### config.mk
export PLATFORM = sky130hd
export DESIGN_NAME = nemesis_sound_debug_seq_flat
export DESIGN_NICKNAME = d
export VERILOG_FILES = /design/src/rtl/nemesis_sound_debug_seq_if.sv /design/src/rtl/nemesis_sound_debug_seq.sv /design/src/flat_wrapper.sv
export SDC_FILE = /design/constraint.sdc
export NUM_CORES = 1
export LEC_CHECK = 0
export CORE_MARGIN = 5
export CORE_UTILIZATION = 45
export CTS_BUF_LIST = sky130_fd_sc_hd__clkbuf_4 sky130_fd_sc_hd__clkbuf_8
export CTS_CLUSTER_SIZE = 30
export DETAILED_ROUTE_END_ITERATION = 12
export GPL_TIMING_DRIVEN = 0
export MAX_ROUTING_LAYER = met4
export PLACE_DENSITY_LB_ADDON = 0.2
export SKIP_CTS_REPAIR_TIMING = 1
export SYNTH_ARGS = -nofsm -noshare
export SYNTH_HDL_FRONTEND = slang
export SYNTH_SLANG_ARGS = --single-unit
### constraint.sdc
create_clock -name i_clk -period 4.95 [get_ports i_clk]
set_input_delay 0.495 -clock i_clk [delete_from_list [all_inputs] [get_ports i_clk]]
set_output_delay 0.495 -clock i_clk [all_outputs]
set_load 0.005 [all_outputs]
### src/rtl/nemesis_sound_debug_seq_if.sv
// nemesis_sound_debug_seq_if: debug sequencer bus; master drives button/volume/ack inputs, slave drives index, latch, irq, busy, channel enables and balance
interface nemesis_sound_debug_seq_if #(parameter int NCH = 4);
  logic i_next, i_prev, i_trig, i_auto, i_sound_ack;
  logic [NCH-1:0] i_ch_toggle;
  logic [4*NCH-1:0] i_vol;
  logic [4:0] o_cmd_idx;
  logic [7:0] o_sound_data;
  logic o_sound_irq, o_busy;
  logic [NCH-1:0] o_ch_on;
  logic [8*NCH-1:0] o_bal;
  modport master (output i_next, i_prev, i_trig, i_auto, i_sound_ack, i_ch_toggle, i_vol,
                  input o_cmd_idx, o_sound_data, o_sound_irq, o_busy, o_ch_on, o_bal);
  modport slave (input i_next, i_prev, i_trig, i_auto, i_sound_ack, i_ch_toggle, i_vol,
                 output o_cmd_idx, o_sound_data, o_sound_irq, o_busy, o_ch_on, o_bal);
endinterface

### src/rtl/nemesis_sound_debug_seq.sv
// nemesis_sound_debug_seq: steps/issues sound commands via latch+irq handshake, channel mute and balance; ports i_clk, i_reset (async high), bus (slave)
module nemesis_sound_debug_seq #(
  parameter int NCH = 4,
  parameter int NUM_CMDS = 25,
  parameter logic [8*NUM_CMDS-1:0] CMD_TABLE = {8'h0A,8'h35,8'h82,8'h00,8'h4A,8'h49,8'h48,8'h47,8'h46,8'h43,8'h45,8'h44,8'h42,
                                               8'h4B,8'h41,8'h40,8'h24,8'h0C,8'h08,8'h12,8'h1A,8'h03,8'h02,8'h01,8'h81},
  parameter logic [8*NCH-1:0] BAL_BASE = {8'd118,8'd86,8'd78,8'd78},
  parameter int BAL_STEP = 2,
  parameter int IRQ_TIMEOUT = 1024,
  parameter int GAP_CYCLES = 24000000
) (
  input logic i_clk,
  input logic i_reset,
  nemesis_sound_debug_seq_if.slave bus
);
  typedef enum logic [1:0] {IDLE, IRQ, GAP} state_t;
  state_t state;
  logic [31:0] timer;
  logic next_q, prev_q, trig_q, next_e, prev_e, trig_e;
  logic [NCH-1:0] tog_q;
  logic [4:0] idx_inc, idx_dec;
  logic [7:0] rom [32];
  logic [8*NCH-1:0] bal_n;
  logic [9:0] sum;
  for (genvar g = 0; g < 32; g++) begin : g_rom
    if (g < NUM_CMDS) begin : g_v
      assign rom[g] = CMD_TABLE[8*g +: 8];
    end else begin : g_z
      assign rom[g] = 8'h00;
    end
  end
  assign next_e = bus.i_next & ~next_q;
  assign prev_e = bus.i_prev & ~prev_q;
  assign trig_e = bus.i_trig & ~trig_q;
  assign idx_inc = bus.o_cmd_idx == 5'(NUM_CMDS - 1) ? 5'd0 : bus.o_cmd_idx + 5'd1;
  assign idx_dec = bus.o_cmd_idx == 5'd0 ? 5'(NUM_CMDS - 1) : bus.o_cmd_idx - 5'd1;
  always_comb begin
    bal_n = '0;
    sum = '0;
    for (int c = 0; c < NCH; c++) begin
      sum = 10'(BAL_BASE[8*c +: 8]) + 10'(BAL_STEP) * 10'(bus.i_vol[4*c +: 4]);
      bal_n[8*c +: 8] = sum > 10'd255 ? 8'hff : sum[7:0];
    end
  end
  always_ff @(posedge i_clk or posedge i_reset)
    if (i_reset) begin
      state <= IDLE;
      timer <= '0;
      next_q <= 1'b0;
      prev_q <= 1'b0;
      trig_q <= 1'b0;
      bus.o_cmd_idx <= '0;
      bus.o_sound_data <= '0;
      bus.o_sound_irq <= 1'b0;
      bus.o_busy <= 1'b0;
    end else begin
      next_q <= bus.i_next;
      prev_q <= bus.i_prev;
      trig_q <= bus.i_trig;
      case (state)
        IDLE:
          if (trig_e || bus.i_auto) begin
            bus.o_sound_data <= rom[bus.o_cmd_idx];
            bus.o_sound_irq <= 1'b1;
            bus.o_busy <= 1'b1;
            timer <= '0;
            state <= IRQ;
          end else if (next_e != prev_e) begin
            bus.o_cmd_idx <= next_e ? idx_inc : idx_dec;
          end
        IRQ:
          if (bus.i_sound_ack || timer == 32'(IRQ_TIMEOUT - 1)) begin
            bus.o_sound_irq <= 1'b0;
            timer <= '0;
            state <= GAP;
          end else begin
            timer <= timer + 32'd1;
          end
        GAP:
          if (timer != 32'(GAP_CYCLES - 1)) begin
            timer <= timer + 32'd1;
          end else if (bus.i_auto) begin
            bus.o_cmd_idx <= idx_inc;
            bus.o_sound_data <= rom[idx_inc];
            bus.o_sound_irq <= 1'b1;
            timer <= '0;
            state <= IRQ;
          end else begin
            bus.o_busy <= 1'b0;
            timer <= '0;
            state <= IDLE;
          end
        default: state <= IDLE;
      endcase
    end
  always_ff @(posedge i_clk or posedge i_reset)
    if (i_reset) begin
      tog_q <= '0;
      bus.o_ch_on <= '1;
      bus.o_bal <= BAL_BASE;
    end else begin
      tog_q <= bus.i_ch_toggle;
      bus.o_ch_on <= bus.o_ch_on ^ (bus.i_ch_toggle & ~tog_q);
      bus.o_bal <= bal_n;
    end
endmodule

### src/flat_wrapper.sv
// flat-port wrapper written by rule: the top's interface ports become plain ports
module nemesis_sound_debug_seq_flat 
#(
  parameter int NCH = 4,
  parameter int NUM_CMDS = 25,
  parameter logic [8*NUM_CMDS-1:0] CMD_TABLE = {8'h0A,8'h35,8'h82,8'h00,8'h4A,8'h49,8'h48,8'h47,8'h46,8'h43,8'h45,8'h44,8'h42,
                                               8'h4B,8'h41,8'h40,8'h24,8'h0C,8'h08,8'h12,8'h1A,8'h03,8'h02,8'h01,8'h81},
  parameter logic [8*NCH-1:0] BAL_BASE = {8'd118,8'd86,8'd78,8'd78},
  parameter int BAL_STEP = 2,
  parameter int IRQ_TIMEOUT = 1024,
  parameter int GAP_CYCLES = 24000000
)
  (i_clk, i_reset, bus_i_next, bus_i_prev, bus_i_trig, bus_i_auto, bus_i_sound_ack, bus_i_ch_toggle, bus_i_vol, bus_o_cmd_idx, bus_o_sound_data, bus_o_sound_irq, bus_o_busy, bus_o_ch_on, bus_o_bal);
  nemesis_sound_debug_seq_if #(.NCH(NCH)) bus_i ();
  input logic i_clk;
  input logic i_reset;
  input wire logic [$bits(bus_i.i_next)-1:0] bus_i_next;
  input wire logic [$bits(bus_i.i_prev)-1:0] bus_i_prev;
  input wire logic [$bits(bus_i.i_trig)-1:0] bus_i_trig;
  input wire logic [$bits(bus_i.i_auto)-1:0] bus_i_auto;
  input wire logic [$bits(bus_i.i_sound_ack)-1:0] bus_i_sound_ack;
  input wire logic [$bits(bus_i.i_ch_toggle)-1:0] bus_i_ch_toggle;
  input wire logic [$bits(bus_i.i_vol)-1:0] bus_i_vol;
  output wire logic [$bits(bus_i.o_cmd_idx)-1:0] bus_o_cmd_idx;
  output wire logic [$bits(bus_i.o_sound_data)-1:0] bus_o_sound_data;
  output wire logic [$bits(bus_i.o_sound_irq)-1:0] bus_o_sound_irq;
  output wire logic [$bits(bus_i.o_busy)-1:0] bus_o_busy;
  output wire logic [$bits(bus_i.o_ch_on)-1:0] bus_o_ch_on;
  output wire logic [$bits(bus_i.o_bal)-1:0] bus_o_bal;
  assign bus_i.i_next = bus_i_next;
  assign bus_i.i_prev = bus_i_prev;
  assign bus_i.i_trig = bus_i_trig;
  assign bus_i.i_auto = bus_i_auto;
  assign bus_i.i_sound_ack = bus_i_sound_ack;
  assign bus_i.i_ch_toggle = bus_i_ch_toggle;
  assign bus_i.i_vol = bus_i_vol;
  assign bus_o_cmd_idx = bus_i.o_cmd_idx;
  assign bus_o_sound_data = bus_i.o_sound_data;
  assign bus_o_sound_irq = bus_i.o_sound_irq;
  assign bus_o_busy = bus_i.o_busy;
  assign bus_o_ch_on = bus_i.o_ch_on;
  assign bus_o_bal = bus_i.o_bal;
  nemesis_sound_debug_seq #(.NCH(NCH), .NUM_CMDS(NUM_CMDS), .CMD_TABLE(CMD_TABLE), .BAL_BASE(BAL_BASE), .BAL_STEP(BAL_STEP), .IRQ_TIMEOUT(IRQ_TIMEOUT), .GAP_CYCLES(GAP_CYCLES)) u_core (.i_clk(i_clk), .i_reset(i_reset), .bus(bus_i));
endmodule
# --- After elaboration in Yosys (flattened, before gate mapping) ---
# Memory sizes are Yosys's and may differ from the RTL's.
# Cells that the tools add are included.
word_totals:
  memories: 2
  register_bits: 92
  rom_bits: 512
  elab_cells: 100
  output_inout_bits: 51
  latch_bits: 0
  input_bits: 27
  ramBits: 0
classes:
  addsub: 7
  n_reduce_logical: 12
  shift: 0
  n_mul: 0
  n_mux: 37
  n_div: 0
  order_cmp: 6
  eq_ne: 13
  n_bitwise: 11
mem_list:
  columns: ["name", "depth", "word_bits", "rd", "rd_clocked_by_memory_dff", "write_ports", "line_no", "text"]
  rows:
  - ["(name not given)", 32, 8, 1, 0, 0, "nemesis_sound_debug_seq.sv:84", "bus.o_sound_data <= rom[idx_inc];"]
  - ["(name not given)", 32, 8, 1, 0, 0, "nemesis_sound_debug_seq.sv:63", "bus.o_sound_data <= rom[bus.o_cmd_idx];"]
ops:
  columns: ["cell", "n"]
  rows:
  - ["32-bit two-way mux", 3]
  - ["32-bit one-hot mux with 3 select lines", 1]
  - ["8-bit two-way mux", 11]
  - ["10-bit by 8-bit > comparator with 1-bit output, second input constant", 4]
  - ["5-bit two-way mux", 7]
  - ["32-bit by 1-bit adder with 32-bit output, second input constant", 1]
  - ["7-bit by 5-bit adder with 8-bit output, first input constant", 4]
  - ["32-bit by 10-bit == test with 1-bit output, second input constant", 1]
  - ["32-bit by 25-bit != test with 1-bit output, second input constant", 1]
  - ["8-bit one-hot mux with 2 select lines", 1]
  - ["6-bit greater-or-equal comparator, second input constant", 2]
  - ["5-bit inverter with 6-bit output", 2]
  - ["5-bit one-hot mux with 2 select lines", 1]
  - ["5-bit AND reduction", 2]
  - ["2-bit != test, second input constant", 4]
  - ["4-bit AND reduction", 2]
  - ["1-bit two-way mux", 7]
  - ["2-bit two-way mux", 3]
  - ["2-bit by 1-bit != test with 1-bit output, second input constant", 3]
  - ["2-bit one-hot mux with 3 select lines", 1]
  - ["5-bit by 1-bit adder with 5-bit output, second input constant", 1]
  - ["5-bit == test, second input constant", 1]
  - ["5-bit logical NOT", 1]
  - ["5-bit by 1-bit subtractor with 5-bit output, second input constant", 1]
  - ["other kinds (16)", 21]

# --- Longest topological paths before layout ---
# Gate-level depths: netlist of run 1.
depth:
  ltp_word: 9
  ltp_mapped: 11
  depth_no_buf: 11

# --- Least setup slack after synthesis of run 1 ---
# Ideal clock, no wire load.
synth_path:
  kind: "register to register"
  start: "register u_core.bus.o_cmd_idx[2]"
  end: "register u_core.bus.o_sound_data[1]"
  n_path_buf: 1
  stages_incl_launch_ff: 11
  arrival_time_ns: 2.222
  setup_slack_ns: 2.662
  path_cell_list: "dfrtp_1 clkbuf_1 inv_1 ha_1 inv_1 nand2_1 inv_1 ha_1 a211o_1 o211ai_1 a22o_1"
synth_between:
  elab_chain_cells: 9
  word_cells_on_any_way: 15
synth_rtl:
  columns: ["item", "line_no", "text"]
  rows:
  - ["start: declaration", "nemesis_sound_debug_seq_if.sv:14", "output o_cmd_idx, o_sound_data, o_sound_irq, o_busy, o_ch_on, o_bal);"]
  - ["start signal: assignment", "nemesis_sound_debug_seq.sv:69", "bus.o_cmd_idx <= next_e ? idx_inc : idx_dec;"]
  - ["start signal: assignment", "nemesis_sound_debug_seq.sv:83", "bus.o_cmd_idx <= idx_inc;"]
  - ["5-bit by 1-bit adder with 5-bit output or 5-bit == test (tied branches)", "nemesis_sound_debug_seq.sv:35", "assign idx_inc = bus.o_cmd_idx == 5'(NUM_CMDS - 1) ? 5'd0 : bus.o_cmd_idx + 5'd1;"]
  - ["5-bit two-way mux", "nemesis_sound_debug_seq.sv:35", null]
  - ["5-bit inverter with 6-bit output (implied by the code)", "nemesis_sound_debug_seq.sv:84", null]
  - ["memory read 32 x 8 bit", null, null]
  - ["8-bit two-way mux (implied by the code) (2 in a row)", "nemesis_sound_debug_seq.sv:84", null]
  - ["8-bit two-way mux", "nemesis_sound_debug_seq.sv:82", "end else if (bus.i_auto) begin"]
  - ["8-bit two-way mux", "nemesis_sound_debug_seq.sv:80", "if (timer != 32'(GAP_CYCLES - 1)) begin"]
  - ["8-bit one-hot mux with 2 select lines (*)", "nemesis_sound_debug_seq.sv:60", "case (state)"]
  - ["end signal: assignment", "nemesis_sound_debug_seq.sv:63", null]
  - ["end signal: assignment", "nemesis_sound_debug_seq.sv:84", null]
  - ["end: declaration", "nemesis_sound_debug_seq_if.sv:14", null]
# Every way passes the cells marked *; elsewhere a longest branch is shown, timed or not. The select of a mux whose other input is x is not followed.
# A chain may end at the register's enable or synchronous reset.

# --- Worst setup path after layout of run 1 ---
# Same ends and word-level chain as after synthesis.

==> impl_metrics.json, run 1 <==
{
  "cellPowerDensity_nw_per_um2": 495.3,
  "critPathLaunchType": "flip-flop",
  "setup_viol": 0,
  "seq_area_um2": 2074,
  "via_per_inst": 5.544,
  "cp_slowest_cell": "dfrtp_1",
  "wl_per_cell_um": 15.44,
  "outcome": "complete, no violations",
  "initial_core_util": 0.4540,
  "tightest_slew_ns": 0.7666,
  "worst_clock_skew_ns": 0.008627,
  "drv_cap": 0,
  "p_clk_frac": 0.168,
  "yosysSeqAreaShare": 0.4252,
  "timing.final.crit_share": 0.5859,
  "cp_common_cell": "inv_1",
  "placed_area_um2": 5784,
  "switching_power_uw": 1270,
  "dp_slack_ns": 2.155,
  "synth_common_cells": "dfrtp_1, nand2_1, nor2_1",
  "overflow": 0,
  "cts_tree": "done",
  "critPathKind": "flip-flop to flip-flop",
  "crit_chain": "clkbuf_1, inv_1, ha_1, inv_1, nand2_1, inv_1, ha_1, a211o_1, o211ai_1, a22o_1",
  "multi_input_area_um2": 2534,
  "final.setup.tns_ns": 0,
  "r2r_slack_ns": 2.05,
  "final_cells": 765,
  "die_w_um": 114.1,
  "worstRegToRegCells": 10,
  "final_hold_viol_count": 0,
  "async_flop_share": 1.000,
  "combPwrFrac": 0.535,
  "grt_first_pass_wirelength_um": 19700,
  "drc": 0,
  "io_pins": 78,
  "yosys.area.top_type": "dfrtp_1",
  "syn_area_um2": 4878,
  "end_kind": "flip-flop",
  "drt-pass1-iter-count": 5,
  "cts_buffers": 9,
  "cts_max_path_buffers": 2,
  "dp_hpwl_um": 8549,
  "yosys.area.top_type_share": 0.3283,
  "fp.dieH_um": 114.1,
  "synth_ff_type": "dfrtp_1",
  "syn_inst": 533,
  "max-vdd-ir-drop_uv": 227.1,
  "synth-edff-count": 0,
  "clkLatencyLatePin_ns": 0.35,
  "final_util": 0.5573,
  "seqPwrFrac": 0.297,
  "period_needed_ns": 2.900,
  "place_inst": 749,
  "arrival_ns": 3.19,
  "first_global_vias": 4130,
  "max_freq_mhz": 344.8,
  "cp_slowest_stage_delay_ns": 0.48,
  "yosys.cell_count.top_type": "dfrtp_1",
  "cts.sinks": 82,
  "r2r_start": "u_core.bus.o_cmd_idx[2]",
  "syn_to_final_growth_pct": 22.75,
  "die_area_um2": 13020,
  "antenna_left": 0,
  "drv_slew": 0,
  "grt_max_degree": 67,
  "final_cell_area_um2": 5988,
  "routed_wl_um": 11810,
  "syn_avg_cell_area_um2": 9.153,
  "synth_area_leaders": "dfrtp_1, dfstp_2, ha_1",
  "timing.rr.end": "u_core.bus.o_sound_data[1]",
  "antennaDiodeCount": 0,
  "drive_above_1_share": 0.09920,
  "p_int_uw": 1696,
  "antenna_found_initial": 0,
  "crit_fanout": 9,
  "relSlewSlack": 0.4842,
  "setup_ws_ns": 2.050,
  "coreArea_um2": 10750,
  "yosys_register_bits": 82,
  "portBuffers": 67,
  "row_count": 38,
  "ys_warn_count": 0,
  "fillerInstances": 989,
  "htree_levels": 3,
  "drt_iter0_drc": 278,
  "rsz0062_at_grt": "false",
  "cts_root_buffer": "clkbuf_8",
  "p_sw_frac": 0.4283,
  "p_leak_uw": 0.002594,
  "hold_path.class": "input pin to asynchronous set/reset pin",
  "gp_congestion": 0.9158,
  "routed-via-count": 4241,
  "final_net_count": 674,
  "required_ns": 5.24,
  "clkTransAtPathRegs_ns": 0.08,
  "ys_types": 63,
  "grt_util_all_layers": 0.1905
}
[cells in the final DEF (no fill, tap or decap), types with 3 or more instances in the layout]
master	synthesis	layout
a211oi_1	10	10
a21boi_0	3	3
a21o_1	13	13
a21oi_1	22	22
a22o_1	12	12
a31oi_1	8	8
and3_1	4	4
and4_1	4	4
buf_1	4	4
buf_2	5	5
buf_4	10	10
clkbuf_1	10	10
clkbuf_8	0	10
clkdlybuf4s50_1	0	67
conb_1	2	10
dfrtp_1	64	64
dfstp_2	18	18
ha_1	27	27
inv_1	37	36
nand2_1	46	46
nand2b_1	11	11
nand3_1	26	26
nand4_1	9	9
nor2_1	44	44
nor2b_1	12	12
nor3_1	15	15
nor4_1	7	7
o211ai_1	3	3
o21ai_0	23	23
o22ai_1	9	9
o31ai_1	5	5
xnor2_1	14	14
xor2_1	9	9
[worst max-delay path by stage]
stage	from	end	slack (ns)	depth (start not counted)
2_1_floorplan	i_reset	u_core.bus.o_bal[12]	2.38	1
5_1_grt	u_core.bus.o_cmd_idx[2]	u_core.bus.o_sound_data[1]	1.90	10
3_5_place_dp	u_core.bus.o_cmd_idx[2]	u_core.bus.o_sound_data[1]	2.16	10
4_1_cts	u_core.bus.o_cmd_idx[2]	u_core.bus.o_sound_data[1]	2.12	10
6_report	u_core.bus.o_cmd_idx[2]	u_core.bus.o_sound_data[1]	2.05	10
3_3_place_gp	i_reset	u_core.tog_q[1]	1.01	2
[registers in the layout, indices dropped and copies added, names as in the netlist]
register	count
u_core.prev_q	1
u_core.bus.o_bal	22
u_core.bus.o_busy	1
u_core.tog_q	4
u_core.trig_q	1
u_core.bus.o_cmd_idx	5
u_core.state	2
u_core.bus.o_sound_irq	1
u_core.bus.o_ch_on	4
u_core.next_q	1
u_core.timer	32
u_core.bus.o_sound_data	8
[through the flow]
stage / hold slack (ns) / power, uW
after floorplan: 0.4598 / 1934
after global placement: 0.4608 / 2438
after detailed placement: 0.4659 / 2463
after CTS: 0.4196 / 2979
after global routing: 0.4236 / 3202
final: 0.4316 / 2966
[power groups by stage]
| stage | clock network [uW] | registers [uW] | logic (uW) |
|---|---|---|---|
| 6_report | 499 | 880 | 1590 |
| 5_1_grt | 547 | 896 | 1760 |
| 4_1_cts | 521 | 881 | 1580 |
| 3_5_place_dp | 0 | 894 | 1570 |
| 3_3_place_gp | 0 | 888 | 1550 |
| 2_1_floorplan | 0 | 880 | 1050 |
[layout make-up]
class / count / share of cell area
Multi-Input combinational cell: 391 / 0.4231
Sequential cell: 82 / 0.3464
Timing Repair Buffer: 68 / 0.1166
Tap cell: 140 / 0.02925
Buffer: 30 / 0.02633
Clock buffer: 12 / 0.02549
Inverter: 38 / 0.02424
Clock inverter: 4 / 0.008567
[metal layers]
layer,part of all wire,track usage,vias to the layer above
li1,-,-,2055
met1,0.44,0.2525,1998
met2,0.45,0.2900,176
met3,0.092,0.04704,12
met4,0.012,0.05859,0
met5,0,-,-
[critical path, delay by kind of cell (launching register included)]
family          cells  cell delay, ns
compound gates      3            0.50
buf+inv             4            0.84
flops               1            0.48
simple gates        1            0.22
fa+ha+maj           2            0.79
[logic make-up after synthesis]
| logic type | Yosys count | share of synthesized area |
|---|---|---|
| other cells | 2 | 0.001539 |
| simple gates | 193 | 0.2039 |
| xor+xnor | 23 | 0.04129 |
| buf+inv | 68 | 0.06155 |
| mux | 4 | 0.008720 |
| fa+ha+maj | 27 | 0.06925 |
| compound gates | 134 | 0.1885 |
| flops | 82 | 0.4252 |
Power figures use the tool's default switching activity.
==> run 2, diff against run 1 <==
clock period = 2.9 ns   (was 4.95 ns; I/O delays follow)
==> impl_metrics.json, run 2 (synthesized netlist as in run 1, its figures left out) <==
{
  "via_per_inst": 5.588,
  "cts_root_buffer": "clkbuf_8",
  "grt_use_met3": 0.04704,
  "end_kind": "flip-flop",
  "placed_area_um2": 5784,
  "cts_tree": "done",
  "setup_viol": 0,
  "antennaDiodeCount": 0,
  "critPathKind": "flip-flop to flip-flop",
  "grt_busiest_layer": "met2",
  "arrival_ns": 2.99,
  "dp_hpwl_um": 8549,
  "die_w_um": 114.1,
  "cp_top_family": "adder cells",
  "final_hold_viol_count": 0,
  "grt_max_degree": 67,
  "max_freq_mhz": 370.4,
  "rsz0062_at_grt": "false",
  "routed_wl_um": 11860,
  "top_regs": "u_core.timer: 32 flops, u_core.bus.o_bal: 22 flops, u_core.bus.o_sound_data: 8 flops",
  "coreArea_um2": 10750,
  "overflow": 0,
  "clkTransAtPathRegs_ns": 0.08,
  "io_pins": 78,
  "finalHoldWorstSlack_ns": 0.2240,
  "drc": 0,
  "antenna_left": 0,
  "hold_path.class": "input pin to asynchronous set/reset pin",
  "crit_fanout": 9,
  "fp.dieH_um": 114.1,
  "regMostFlops": "u_core.timer",
  "largest_reg_flops": 32,
  "routed-via-count": 4286,
  "tightest_slew_ns": 0.7549,
  "drt-pass1-iter-count": 5,
  "htree_levels": 3,
  "outcome": "complete, no violations",
  "met2_usage": 0.2900,
  "required_ns": 3.19,
  "relSlewSlack": 0.4921,
  "grt_first_pass_wirelength_um": 19700,
  "cts_max_path_buffers": 2,
  "final_cell_area_um2": 6006,
  "cp_slowest_cell": "dfrtp_1",
  "cp_common_cell": "inv_1",
  "dp_slack_ns": 0.1051,
  "drt_iter0_drc": 268,
  "cp_slowest_stage_delay_ns": 0.47,
  "row_count": 38,
  "p_leak_uw": 0.002605,
  "max-vdd-ir-drop_uv": 388.4,
  "period_needed_ns": 2.700,
  "final_common_cell": "clkdlybuf4s50_1",
  "cts.sinks": 82,
  "first_global_vias": 4130,
  "drv_slew": 0,
  "die_area_um2": 13020,
  "drive_above_1_share": 0.1069,
  "grt.met1_usage": 0.2525,
  "initial_core_util": 0.4540,
  "crit_chain": "clkbuf_2, inv_1, ha_1, inv_1, nand2_1, inv_1, ha_1, a211o_1, o211ai_1, a22o_1",
  "gp_congestion": 0.9158,
  "layout_common_cells": "clkdlybuf4s50_1, dfrtp_1, nand2_1",
  "cellPowerDensity_nw_per_um2": 844.3,
  "cts_buffers": 9,
  "grt_util_all_layers": 0.1905,
  "clkLatencyLatePin_ns": 0.35,
  "wl_per_cell_um": 15.46,
  "setup_ws_ns": 0.2001,
  "final_net_count": 676,
  "timing.final.crit_share": 0.9310,
  "portBuffers": 67,
  "path_buf_inv": 4,
  "critPathLaunchType": "flip-flop",
  "fillerInstances": 988,
  "worst_clock_skew_ns": 0.009077,
  "p_total_uw": 5071,
  "drv_cap": 0,
  "antenna_found_initial": 0,
  "syn_to_final_growth_pct": 23.11
}
run 2: worst reg2reg max path, stage by stage (launching register included):
cell and delay (ns):
dfrtp_1 0.47, clkbuf_2 0.25, inv_1 0.18, ha_1 0.45, inv_1 0.09, nand2_1 0.22
inv_1 0.16, ha_1 0.32, a211o_1 0.25, o211ai_1 0.10, a22o_1 0.15
run 2: path summary, 6_finish.rpt:
check | end | cells past startpoint | from | slack (ns)
hold / removal | u_core.bus.o_bal[21] | 2 | i_reset | 0.22
hold reg to reg | u_core.bus.o_sound_data[6] | 1 | u_core.bus.o_sound_data[6] | 0.48
setup / recovery | u_core.bus.o_sound_data[1] | 10 | u_core.bus.o_cmd_idx[2] | 0.20
setup reg to reg | u_core.bus.o_sound_data[1] | 10 | u_core.bus.o_cmd_idx[2] | 0.20
min in group i_clk | u_core.prev_q | 1 | bus_i_prev | 0.40
max in group asynchronous | u_core.bus.o_ch_on[0] | 3 | i_reset | 2.04
run 2: routing by layer:
metal / wire length, um / share of wire / vias to the layer above
li1: - / - / 2058
met1: 5243 / 0.44 / 2023
met2: 5377 / 0.45 / 192
met3: 1110 / 0.094 / 13
met4: 129 / 0.011 / 0
met5: 0 / 0 / -
run 2: stage by stage:
step           setup TNS (ns)  instances  utilization
2_1_floorplan               0        541            -
3_3_place_gp           -53.24        748       0.5355
3_5_place_dp                0        749       0.5383
4_1_cts                     0        765       0.5573
5_1_grt                     0        767       0.5589
6_report                    0        767       0.5589
run 2: where the power goes:
group | leakage [uW] | switching (uW) | internal [uW] | total, uW
Combinational | 0.00149 | 1600 | 1110 | 2710
Sequential | 0.00101 | 154 | 1350 | 1500
Clock | 0.000103 | 413 | 441 | 855
Total | 0.00261 | 2170 | 2900 | 5070
run 2: layout make-up:
type,count,area (um2),share of cell area
Buffer,30,158.9,0.02646
Inverter,38,145.1,0.02417
Timing Repair Buffer,70,713.2,0.1188
Multi-Input combinational cell,391,2534,0.4219
Tap cell,140,175.2,0.02917
Clock buffer,12,152.6,0.02542
Sequential cell,82,2076,0.3456
Clock inverter,4,51.30,0.008542
==> run 3, diff against run 2 <==
GPL_ROUTABILITY_DRIVEN = 0   (was not set)
==> impl_metrics.json, run 3 (synthesized netlist as in run 1, its figures left out) <==
{
  "regMostFlops": "u_core.timer",
  "cts_tree": "done",
  "clkLatencyLatePin_ns": 0.36,
  "htree_levels": 3,
  "via_per_inst": 5.511,
  "drt_iter0_drc": 310,
  "cts_buffers": 9,
  "worst_clock_skew_ns": 0.01530,
  "antenna_left": 0,
  "antennaDiodeCount": 0,
  "m1WireLength_um": 5547,
  "cp_slowest_cell": "dfrtp_1",
  "first_global_vias": 4092,
  "initial_core_util": 0.4540,
  "drive_above_1_share": 0.1069,
  "r2r_slack_ns": 0.18,
  "portBuffers": 67,
  "top_regs": "u_core.timer: 32 flops, u_core.bus.o_bal: 22 flops, u_core.bus.o_sound_data: 8 flops",
  "drt-pass1-iter-count": 5,
  "fp.dieH_um": 114.1,
  "fillerInstances": 1002,
  "wl_met3_um": 837,
  "path_buf_inv": 3,
  "grt_first_pass_wirelength_um": 20100,
  "io_pins": 78,
  "p_leak_uw": 0.002604,
  "wl_per_cell_um": 15.36,
  "tightest_slew_ns": 0.7437,
  "antenna_found_initial": 0,
  "r2r_start": "u_core.bus.o_cmd_idx[2]",
  "timing.final.crit_share": 0.9372,
  "overflow": 0,
  "required_ns": 3.19,
  "final_util": 0.5583,
  "top_layer": "met4",
  "rsz0062_at_grt": "false",
  "coreArea_um2": 10750,
  "cts_max_path_buffers": 2,
  "startpoint": "u_core.bus.o_cmd_idx[2]",
  "critPathKind": "flip-flop to flip-flop",
  "worstRegToRegCells": 9,
  "end_kind": "flip-flop",
  "hold_path.class": "input pin to asynchronous set/reset pin",
  "drc": 0,
  "timing.rr.end": "u_core.bus.o_sound_data[1]",
  "cellPowerDensity_nw_per_um2": 843.4,
  "relSlewSlack": 0.5042,
  "layout_common_cells": "clkdlybuf4s50_1, dfrtp_1, nand2_1",
  "grt_max_degree": 66,
  "largest_reg_flops": 32,
  "cts_root_buffer": "clkbuf_8",
  "die_area_um2": 13020,
  "max_freq_mhz": 368.0,
  "p_total_uw": 5060,
  "cp_top_family": "adder cells",
  "cts.sinks": 82,
  "cp_slowest_stage_delay_ns": 0.59,
  "crit_chain": "inv_1, ha_1, inv_1, nand2_1, inv_1, ha_1, a211o_1, o211ai_1, a22o_1",
  "setup_viol": 0,
  "period_needed_ns": 2.718,
  "critPathLaunchType": "flip-flop",
  "die_w_um": 114.1,
  "drv_cap": 0,
  "finalHoldWorstSlack_ns": 0.2203,
  "final_common_cell": "clkdlybuf4s50_1",
  "outcome": "complete, no violations",
  "dp_hpwl_um": 8532,
  "dr_wl_met2_um": 5269,
  "syn_to_final_growth_pct": 22.98,
  "cp_common_cell": "inv_1",
  "crit_fanout": 13,
  "final_hold_viol_count": 0,
  "routed-via-count": 4227,
  "grt_util_all_layers": 0.1956,
  "max-vdd-ir-drop_uv": 363.4,
  "clkTransAtPathRegs_ns": 0.09,
  "row_count": 38,
  "arrival_ns": 3.01,
  "drv_slew": 0,
  "final_net_count": 676,
  "routed_wl_um": 11780
}
run 3: cell count changes in the layout (fill, tap and decap cells not counted), sizes merged:
cell	before	now
clkbuf	23	21
buf	22	23
clkinv	2	3
run 3: routing by layer:
layer,track usage,vias to the layer above
met1,0.2674,2029
met3,0.04863,10
met5,-,-
li1,-,2057
met4,0.05701,0
met2,0.2896,131
run 3: worst max path at each step:
stage	endpoint	slack [ns]	cells after the start
after detailed placement	u_core.bus.o_sound_data[1]	0.12	10
after global routing	u_core.bus.o_sound_data[1]	0.02	9
after global placement	u_core.tog_q[1]	-0.83	2
after floorplan	u_core.bus.o_bal[12]	0.53	1
after CTS	u_core.bus.o_sound_data[1]	0.08	10
final	u_core.bus.o_sound_data[1]	0.18	9
run 3: area by class of cell:
cell class	instances	area, um2	area share
Multi-Input combinational cell	391	2534	0.4223
Sequential cell	82	2076	0.3460
Timing Repair Buffer	71	720.7	0.1201
Tap cell	140	175.2	0.02920
Buffer	29	153.9	0.02565
Inverter	38	145.1	0.02419
Clock buffer	11	138.9	0.02315
Clock inverter	5	56.30	0.009385
run 3: report_power, final:
| part | internal (uW) | switching (uW) |
|---|---|---|
| logic | 1100 | 1610 |
| clock network | 416 | 425 |
| registers | 1350 | 160 |
run 3: per-stage QoR:
step / setup TNS (ns) / setup slack, ns / cells / instance area (um2)
6_report: 0 / 0.1823 / 767 / 6000
2_1_floorplan: 0 / 0.5313 / 541 / 4908
4_1_cts: 0 / 0.07694 / 765 / 5979
5_1_grt: 0 / 0.02156 / 767 / 6000
3_3_place_gp: -52.98 / -0.8303 / 748 / 5754
3_5_place_dp: 0 / 0.1154 / 749 / 5784
